--- config.mk ---
export PLATFORM = sky130hd
export DESIGN_NAME = rv32i_prefetch_queue
export DESIGN_NICKNAME = d
export VERILOG_FILES = /design/src/rtl/rv32i_pkg.sv /design/src/rtl/rv32i_prefetch_fifo.sv /design/src/rtl/rv32i_prefetch_queue.sv
export SDC_FILE = /design/constraint.sdc
export NUM_CORES = 1
export LEC_CHECK = 0
export CAP_MARGIN = 20
export CORE_UTILIZATION = 45
export DETAILED_ROUTE_END_ITERATION = 7
export GPL_ROUTABILITY_DRIVEN = 0
export PLACE_DENSITY = 0.67
export RECOVER_POWER = 50
export SLEW_MARGIN = 20
export SYNTH_ARGS = -nofsm -noshare
export SYNTH_HDL_FRONTEND = slang
export SYNTH_SLANG_ARGS = --single-unit
--- constraint.sdc ---
create_clock -name clk_i -period 2.8 [get_ports clk_i]
set_input_delay 0.42 -clock clk_i [delete_from_list [all_inputs] [get_ports clk_i]]
set_output_delay 0.42 -clock clk_i [all_outputs]
set_load 0.01 [all_outputs]
--- src/rtl/rv32i_pkg.sv ---
`default_nettype none
// ============================================================================
// Package  : rv32i_pkg
// Brief    : Shared encodings and helpers for the rv32i instruction prefetch path.
// Revision : 1.0 - initial release
// ============================================================================
package rv32i_pkg;

    // Prefetch sequencer state encoding
    typedef logic [1:0] pf_state_t;
    localparam pf_state_t c_ST_IDLE    = 2'd0;
    localparam pf_state_t c_ST_FETCH   = 2'd1;
    localparam pf_state_t c_ST_DISCARD = 2'd2;
    localparam pf_state_t c_ST_HALT    = 2'd3;

    // Queue entry is {pc, instruction, fault}
    localparam int c_XLEN_DEF    = 32;
    localparam int c_ILEN_DEF    = 32;
    localparam int c_ENTRY_W_DEF = c_XLEN_DEF + c_ILEN_DEF + 1;

    // Low address bits forced on every fetch address
    localparam logic [1:0] c_WORD_ALIGN = 2'b00;

    function automatic int entry_width(input int xlen, input int ilen);
        return xlen + ilen + 1;
    endfunction

endpackage
`default_nettype wire

--- src/rtl/rv32i_prefetch_fifo.sv ---
`default_nettype none
// ============================================================================
// Module   : rv32i_prefetch_fifo
// Brief    : Synchronous FIFO with flush, registered storage and head-data output.
// Revision : 1.0 - initial release
// ============================================================================
module rv32i_prefetch_fifo #(
    parameter int WIDTH = 65,
    parameter int DEPTH = 4
) (
    input  logic                     clk_i,
    input  logic                     reset_ni,
    input  logic                     push,
    input  logic                     pop,
    input  logic                     flush,
    input  logic [WIDTH-1:0]         push_data,
    output logic                     full,
    output logic                     empty,
    output logic [$clog2(DEPTH):0]   count,
    output logic [WIDTH-1:0]         head_data
);

    localparam int c_PTR_W = $clog2(DEPTH);
    localparam int c_CNT_W = c_PTR_W + 1;

    logic [WIDTH-1:0]   r_mem [DEPTH];
    logic [c_PTR_W-1:0] r_wr_ptr;
    logic [c_PTR_W-1:0] r_rd_ptr;
    logic [c_CNT_W-1:0] r_count;
    logic               w_push;
    logic               w_pop;

    assign full      = (r_count == c_CNT_W'(DEPTH));
    assign empty     = (r_count == '0);
    assign count     = r_count;
    assign head_data = r_mem[r_rd_ptr];

    // Pop frees its slot in the same cycle, so push is legal when full if popping
    assign w_pop  = pop & ~empty;
    assign w_push = push & (~full | w_pop);

    always_ff @(posedge clk_i or negedge reset_ni) begin
        if (!reset_ni) begin
            r_wr_ptr <= '0;
            r_rd_ptr <= '0;
            r_count  <= '0;
            for (int i = 0; i < DEPTH; i++) begin
                r_mem[i] <= '0;
            end
        end else if (flush) begin
            r_wr_ptr <= '0;
            r_rd_ptr <= '0;
            r_count  <= '0;
        end else begin
            if (w_push) begin
                r_mem[r_wr_ptr] <= push_data;
                r_wr_ptr        <= r_wr_ptr + c_PTR_W'(1);
            end
            if (w_pop) begin
                r_rd_ptr <= r_rd_ptr + c_PTR_W'(1);
            end
            case ({w_push, w_pop})
                2'b10:   r_count <= r_count + c_CNT_W'(1);
                2'b01:   r_count <= r_count - c_CNT_W'(1);
                default: r_count <= r_count;
            endcase
        end
    end

endmodule
`default_nettype wire

--- src/rtl/rv32i_prefetch_queue.sv ---
`default_nettype none
// ============================================================================
// Module   : rv32i_prefetch_queue
// Brief    : Sequential instruction prefetcher feeding a DEPTH-entry decode queue.
// Revision : 1.0 - initial release
// ============================================================================
module rv32i_prefetch_queue
    import rv32i_pkg::*;
#(
    parameter int               XLEN        = 32,
    parameter int               ILEN        = 32,
    parameter logic [XLEN-1:0]  VTABLE_ADDR = {XLEN{1'b0}},
    parameter int               DEPTH       = 4
) (
    input  logic            clk_i,
    input  logic            reset_ni,
    input  logic            advance_i,
    input  logic            clear_i,
    input  logic            pc_write_i,
    input  logic [XLEN-1:0] pc_i,
    output logic            valid_o,
    output logic [XLEN-1:0] pc_o,
    output logic [ILEN-1:0] instruction_o,
    output logic            fault_o,
    output logic            imem_stb_o,
    output logic [XLEN-1:0] imem_addr_o,
    input  logic            imem_ack_i,
    input  logic            imem_err_i,
    input  logic [ILEN-1:0] imem_data_i
);

    localparam int c_ENTRY_W = entry_width(XLEN, ILEN);
    localparam int c_CNT_W   = $clog2(DEPTH) + 1;

    pf_state_t           r_state;
    pf_state_t           w_state_nxt;
    logic [XLEN-1:0]     r_fetch_pc;
    logic [XLEN-1:0]     w_fetch_pc_nxt;
    logic [XLEN-1:0]     r_bus_addr;
    logic [XLEN-1:0]     w_bus_addr_nxt;

    logic                w_push;
    logic [c_ENTRY_W-1:0] w_push_data;
    logic                w_pop;
    logic                w_flush;
    logic                w_full;
    logic                w_empty;
    logic [c_CNT_W-1:0]  w_count;
    logic [c_ENTRY_W-1:0] w_head;
    logic [XLEN-1:0]     w_head_pc;
    logic [XLEN-1:0]     w_target;
    logic [XLEN-1:0]     w_fetch_pc_inc;
    logic                w_resp;
    logic [c_CNT_W:0]    w_fill_after;
    logic                w_room_after;
    logic                w_unused_pc_lsb;

    rv32i_prefetch_fifo #(
        .WIDTH (c_ENTRY_W),
        .DEPTH (DEPTH)
    ) u_fifo (
        .clk_i     (clk_i),
        .reset_ni  (reset_ni),
        .push      (w_push),
        .pop       (w_pop),
        .flush     (w_flush),
        .push_data (w_push_data),
        .full      (w_full),
        .empty     (w_empty),
        .count     (w_count),
        .head_data (w_head)
    );

    assign w_head_pc     = w_head[c_ENTRY_W-1 -: XLEN];
    assign valid_o       = ~w_empty;
    assign pc_o          = w_head_pc;
    assign instruction_o = w_head[ILEN:1];
    assign fault_o       = w_head[0];

    assign imem_stb_o  = (r_state == c_ST_FETCH) || (r_state == c_ST_DISCARD);
    assign imem_addr_o = r_bus_addr;

    assign w_unused_pc_lsb = ^pc_i[1:0];
    assign w_flush         = pc_write_i | clear_i;
    assign w_resp          = imem_ack_i | imem_err_i;
    assign w_pop           = advance_i & ~w_empty & ~w_flush;
    assign w_fetch_pc_inc  = r_fetch_pc + XLEN'(4);

    // Replay restarts at the oldest unconsumed PC, or the pending fetch if none queued
    assign w_target = pc_write_i ? {pc_i[XLEN-1:2], c_WORD_ALIGN}
                    : (!w_empty  ? w_head_pc : r_fetch_pc);

    // Occupancy after this cycle's ack push and any pop; decides back-to-back issue
    assign w_fill_after = {1'b0, w_count} + {{c_CNT_W{1'b0}}, 1'b1} - {{c_CNT_W{1'b0}}, w_pop};
    assign w_room_after = (w_fill_after < (c_CNT_W + 1)'(DEPTH));

    always_comb begin
        w_state_nxt    = r_state;
        w_fetch_pc_nxt = r_fetch_pc;
        w_push         = 1'b0;
        w_push_data    = {r_fetch_pc, imem_data_i, 1'b0};
        if (w_flush) begin
            w_fetch_pc_nxt = w_target;
        end
        case (r_state)
            c_ST_IDLE: begin
                if (w_flush || !w_full) begin
                    w_state_nxt = c_ST_FETCH;
                end
            end
            c_ST_FETCH: begin
                if (w_flush) begin
                    w_state_nxt = w_resp ? c_ST_FETCH : c_ST_DISCARD;
                end else if (imem_err_i) begin
                    w_push      = 1'b1;
                    w_push_data = {r_fetch_pc, {ILEN{1'b0}}, 1'b1};
                    w_state_nxt = c_ST_HALT;
                end else if (imem_ack_i) begin
                    w_push         = 1'b1;
                    w_fetch_pc_nxt = w_fetch_pc_inc;
                    w_state_nxt    = w_room_after ? c_ST_FETCH : c_ST_IDLE;
                end
            end
            c_ST_DISCARD: begin
                if (w_resp) begin
                    w_state_nxt = c_ST_FETCH;
                end
            end
            c_ST_HALT: begin
                if (w_flush) begin
                    w_state_nxt = c_ST_FETCH;
                end
            end
            default: w_state_nxt = c_ST_IDLE;
        endcase
    end

    // The stale request's address stays on the bus until it completes
    assign w_bus_addr_nxt = (w_state_nxt == c_ST_DISCARD) ? r_bus_addr : w_fetch_pc_nxt;

    always_ff @(posedge clk_i or negedge reset_ni) begin
        if (!reset_ni) begin
            r_state    <= c_ST_IDLE;
            r_fetch_pc <= VTABLE_ADDR;
            r_bus_addr <= VTABLE_ADDR;
        end else begin
            r_state    <= w_state_nxt;
            r_fetch_pc <= w_fetch_pc_nxt;
            r_bus_addr <= w_bus_addr_nxt;
        end
    end

endmodule
`default_nettype wire

Word level (Yosys, flattened, before mapping)
Index checks and enable logic that the tools add are counted.

Word-level logic and storage cells: 85. Output and inout port bits: 99. Register bits after elaboration: 333. Input bits: 71.

Equality and inequality tests: 7. Magnitude comparators: 4. Bitwise operators: 12. Reductions and logical operators: 10. Multiplexer cells: 35. $add $sub $neg: 7.

Operators with widths (count): bitwise mux 260 bit (1); two-way mux 32 bit (7); two-way mux 65 bit (3); binary-select mux 65 bit (select 2 bit) (1); demux 65 bit (select 2 bit) (1); two-way mux 33 bit (3); adder 32 x 3 -> 32 bit (second input constant) (1); two-way mux 2 bit (11); == test 2 bit (second input constant) (4); case mux 2 bit (4 select lines) (1); greater-or-equal comparator 3 bit (second input constant) (2); NOT 2 -> 3 bit (2); case mux 3 bit (2 select lines) (1); two-way mux 1 bit (5); adder 2 x 1 -> 2 bit (second input constant) (2); adder 3 x 1 -> 4 bit (second input constant) (1); AND 1 bit (4); == test 2 x 1 -> 1 bit (second input constant) (2); < comparator 4 x 3 -> 1 bit (second input constant) (1); nonzero test 2 bit (2); subtractor 4 x 1 -> 4 bit (1); adder 3 x 1 -> 3 bit (second input constant) (1); == test 3 bit (second input constant) (1); zero test 3 bit (1); 11 further kinds (16).

Depth between registers and ports, before layout
Depth in word-level cells: 12. Depth in mapped cells: 11. Gate-level depth less buffers: 10.

Cells and area by module
A second synthesis with hierarchy kept.

Cell total of the unflattened synthesis: 1175. Area, all modules: 16113.0 µm².

By module, submodules not included: rv32i_prefetch_fifo (cells each 696, instances 1, seq. area each 6681.4 µm², area an instance 11722.5 µm²); rv32i_prefetch_queue (cells each 479, instances 1, seq. area each 1651.6 µm², area an instance 4390.5 µm²).

Worst setup path before layout
Ideal clock, no wire load.

Path type: register to register. From: register r_state[1]. To: register u_fifo.r_count[2], in the netlist u_fifo.count[2]. Stages on the path, launching flop included: 12. Slack: 34 ps. Path buffers: 1. Arrival: 2688 ps. Clock period less this slack: 2766 ps. Setup time: 78 ps. Data required time: 2722 ps. Cells stage by stage: dfrtp_1 > inv_1 > ha_1 > or3b_1 > clkbuf_1 > a211oi_2 > inv_1 > ha_1 > fa_1 > xnor2_1 > or3_1 > a21oi_1.

Cells in the longest elaborated chain, start to end: 6. Elaborated cells on any way between the ends: 8. Classes of those cells: eq/ne: 3; mux: 3; bitwise: 1; reduce/logical: 1.

Ends and longest elaborated chain: start: declaration (line rv32i_prefetch_queue.sv:35) `pf_state_t r_state;`; start signal: assignment (line rv32i_prefetch_queue.sv:143) `r_state <= c_ST_IDLE;`; start signal: assignment (line rv32i_prefetch_queue.sv:147) `r_state <= w_state_nxt;`; == test 2 x 1 -> 1 bit * (line rv32i_prefetch_queue.sv:105) `case (r_state)`; two-way mux 1 bit * (line rv32i_prefetch_queue.sv:105); AND 1 bit * (line rv32i_prefetch_fifo.sv:40) `assign w_push = push & (~full | w_pop);`; == test 2 x 1 -> 1 bit or == test 2 bit (tied branches) (line rv32i_prefetch_fifo.sv:62) `case ({w_push, w_pop})`; case mux 3 bit (2 select lines) (line rv32i_prefetch_fifo.sv:62); two-way mux 3 bit (line rv32i_prefetch_fifo.sv:50) `end else if (flush) begin`; end signal: assignment (line rv32i_prefetch_fifo.sv:63) `2'b10: r_count <= r_count + c_CNT_W'(1);`; end signal: assignment (line rv32i_prefetch_fifo.sv:64) `2'b01: r_count <= r_count - c_CNT_W'(1);`; end signal: assignment (line rv32i_prefetch_fifo.sv:65) `default: r_count <= r_count;`; end: declaration (line rv32i_prefetch_fifo.sv:29) `logic [c_CNT_W-1:0] r_count;`.

Mark *: on every way between the ends. The rest lies on a longest branch, timed or not. A chain may end at the register's enable or synchronous reset.

Worst setup path after layout
From: register u_fifo.r_rd_ptr[0]. To: output port pc_o[2].

Cells in the longest elaborated chain, start to end: 4.

Ends and longest elaborated chain: start: declaration (line rv32i_prefetch_fifo.sv:28) `logic [c_PTR_W-1:0] r_rd_ptr;`; start signal: assignment (line rv32i_prefetch_fifo.sv:60) `r_rd_ptr <= r_rd_ptr + c_PTR_W'(1);`; NOT 2 -> 3 bit (not written as such) (line rv32i_prefetch_fifo.sv:36) `assign head_data = r_mem[r_rd_ptr];`; binary-select mux 65 bit (select 2 bit) (line rv32i_prefetch_fifo.sv:36); two-way mux 65 bit (not written as such) (2 in a row) (line rv32i_prefetch_fifo.sv:36); end: declaration (line rv32i_prefetch_queue.sv:22) `output logic [XLEN-1:0] pc_o,`.

Every way passes these cells. The select of a mux whose other input is x is not followed.

==> impl_metrics.json <==
{
  "max_slew_margin_pct": -9.05,
  "setup_slack_ns": 0.0488,
  "yosysMostFrequentCell": "dfrtp_1",
  "drt_wl_total_um": 40100,
  "die_x_um": 187,
  "grt_max_degree": 97,
  "grt_usage_pct": 23.5,
  "pin_count": 170,
  "ant_nets": 0,
  "hold_class": "reg2reg",
  "fp-row-count": 67,
  "met1Wirelength_um": 17600,
  "clk_root_buffer_cell": "clkbuf_16",
  "yosysTopAreaCellShare_pct": 54.1,
  "cts_buffers": 36,
  "top_layer_used": "met5",
  "finalHoldViolations": 0,
  "status": "finished, violations left",
  "drive_gt1_share_pct": 24.7,
  "die_area_mm2": 0.0349,
  "slew_viol_final": 61,
  "cp-start-kind": "register",
  "p_per_area_mw_per_mm2": 766,
  "core_mm2": 0.0336,
  "post-route-util_pct": 57.7,
  "dieHeight_um": 187,
  "area_delta_synth_final_pct": 25.9,
  "cts_buffer_depth": 3,
  "slowest_stage": "mux4_2",
  "syn_area_mm2": 0.0154,
  "synth_cell_types": 73,
  "post-place-ws_ns": -0.00159,
  "cp-end-kind": "output port",
  "dr.pass1.iters": 8,
  "setup_violations": 0,
  "fin_worst_skew_ns": 0.0205,
  "clk_latency_ns": 0.52,
  "finalCritPeriodShare_pct": 98.3,
  "avgSynthCellArea_um2": 11.8,
  "initial_core_util_pct": 45.8,
  "synthTopCellsByCount": "dfrtp_1, nand2_1, mux2_2, o21ai_0, clkbuf_1",
  "via_per_inst": 5.66,
  "cts_tree": "yes",
  "ys_ff_latch": 333,
  "antenna_found_initial": 2,
  "cp.required_ns": 2.38,
  "grt_pass1_vias": 11700,
  "num-nets-final": 1580,
  "wl_met3_um": 2280,
  "ir_worst_vdd_mv": 0.481,
  "hpwl_um": 27500,
  "yosys_warnings": 0,
  "synth_area_leaders": "dfrtp_1, mux2_2, mux4_2",
  "cts.sinks": 333,
  "routedWlPerCell_um": 20.4,
  "placed_cells": 1901,
  "synth_ff_type": "dfrtp_1",
  "syn_nets": 1388,
  "critical_path.max_stage_delay_ns": 0.57,
  "yosysSeqAreaShare_pct": 54.1,
  "worst_ep_arrival_time_ns": 2.33,
  "fill_cells": 2750,
  "overflow": 0,
  "wl_met2_um": 18900,
  "violations": "max-capacitance violations, max-slew violations",
  "clk_pin_slew_worst_paths_ns": 0.06,
  "crit_fanout": 15,
  "vias": 11100,
  "critPathKind": "reg2out",
  "leakage_nw": 8.77,
  "cts-htree-levels": 2,
  "drc_errors": 0,
  "crit_chain": "buf_12 -> mux4_2 -> clkdlybuf4s50_1",
  "tightest_slew_ns": 1.64,
  "rsz0062_at_grt": "false",
  "fin_crit_ns": 2.75,
  "async_flop_share_pct": 100,
  "postSynthCellCount": 1306,
  "grt_pass1_wl_um": 64700,
  "port_buffers": 167,
  "fmax_mhz": 363,
  "layoutNonFillerInstCount": 1970,
  "synth-edff-count": 0,
  "multi_input_area_mm2": 0.00659,
  "maxCapViolCount": 1,
  "drtIter0Drc": 760,
  "synth_largest_area_cell": "dfrtp_1",
  "regArea_mm2": 0.00834
}
==> final timing paths <==
check | end | start | slack, ns | cells past startpoint
setup / recovery | pc_o[2] | u_fifo.r_rd_ptr[0] | 0.05 | 3
hold / removal | u_fifo.r_mem[91] | u_fifo.r_mem[91] | 0.47 | 2
setup reg to reg | u_fifo.count[2] | r_state[1] | 0.18 | 10
hold reg to reg | u_fifo.r_mem[91] | u_fifo.r_mem[91] | 0.47 | 2
max in group asynchronous | r_fetch_pc[6] | reset_ni | 0.54 | 3
min in group asynchronous | u_fifo.r_mem[58] | reset_ni | 0.88 | 2
==> area by class of cell <==
class | instances | share of cell area, %
Clock buffer | 51 | 5.47
Timing Repair Buffer | 266 | 13.8
Inverter | 13 | 0.252
Tap cell | 448 | 2.89
Multi-Input combinational cell | 848 | 34.0
Antenna cell | 1 | 0.0129
Sequential cell | 333 | 43.0
Clock inverter | 10 | 0.587
==> cells in the final DEF (no fill, tap or decap), types with 24 or more instances in the layout <==
cell | Yosys | layout
mux2_2 | 146 | 146
mux4_2 | 65 | 65
clkbuf_16 | 0 | 38
nand2_1 | 231 | 227
dfrtp_1 | 333 | 331
o21ai_0 | 134 | 134
buf_4 | 3 | 73
dlygate4sd3_1 | 0 | 33
nand3_1 | 24 | 24
clkdlybuf4s50_1 | 0 | 107
==> timing repair <==
action,4_1_cts,5_1_grt
hold endpoints to repair,56,0
setup endpoints to repair,45,18
hold buffers,1,0
setup buffers,2,4
gates resized for setup,13,18
==> critical path: cells and delay by family, from the launching register on <==
| family | cells | cell delay (ns) |
|---|---|---|
| buf+inv | 2 | 0.71 |
| mux | 1 | 0.57 |
| flops | 1 | 0.52 |
==> cell families (layout without fill, tap and decap cells) <==
group / after synthesis / count (layout) / share of synthesized area [%]
simple gates: 352 / 352 / 10.4
flops: 333 / 333 / 54.1
compound gates: 258 / 258 / 10.1
mux: 218 / 218 / 20.7
buf+inv: 125 / 340 / 3.24
fa+ha+maj: 11 / 11 / 0.943
xor+xnor: 9 / 9 / 0.512
other cells: 0 / 1 / 0
==> state kept, by name, indices dropped and copies added, names as in the netlist <==
| signal | cells |
|---|---|
| r_state | 2 |
| u_fifo.r_rd_ptr | 2 |
| r_fetch_pc | 32 |
| imem_addr_o | 32 |
| u_fifo.r_wr_ptr | 2 |
| u_fifo.r_mem | 260 |
| u_fifo.count | 3 |
==> metrics by stage <==
step                hold WS [ns]  total power, mW  instance area, µm²  TNS [ns]
floorplan                  0.124             8.19               15400         0
CTS                        0.471             15.1               19300  -0.00197
finish                     0.473             14.8               19400         0
global placement           0.409             10.3               18100   -0.0271
detailed placement         0.408             10.4               18100  -0.00159
global route               0.481             15.5               19400         0
==> layer usage <==
layer	vias to the layer above	global-route usage, %
met5	-	0
met4	2	8.26
met3	80	4.11
met2	340	37.4
met1	5632	32.6
li1	5092	-
==> power by group <==
group | switching [mW] | total [mW] | internal [mW]
clock network | 1.86 | 4.68 | 2.82
registers | 0.500 | 6.14 | 5.64
logic | 1.87 | 4.03 | 2.16
total | 4.24 | 14.8 | 10.6
Power figures use the tool's default switching activity.
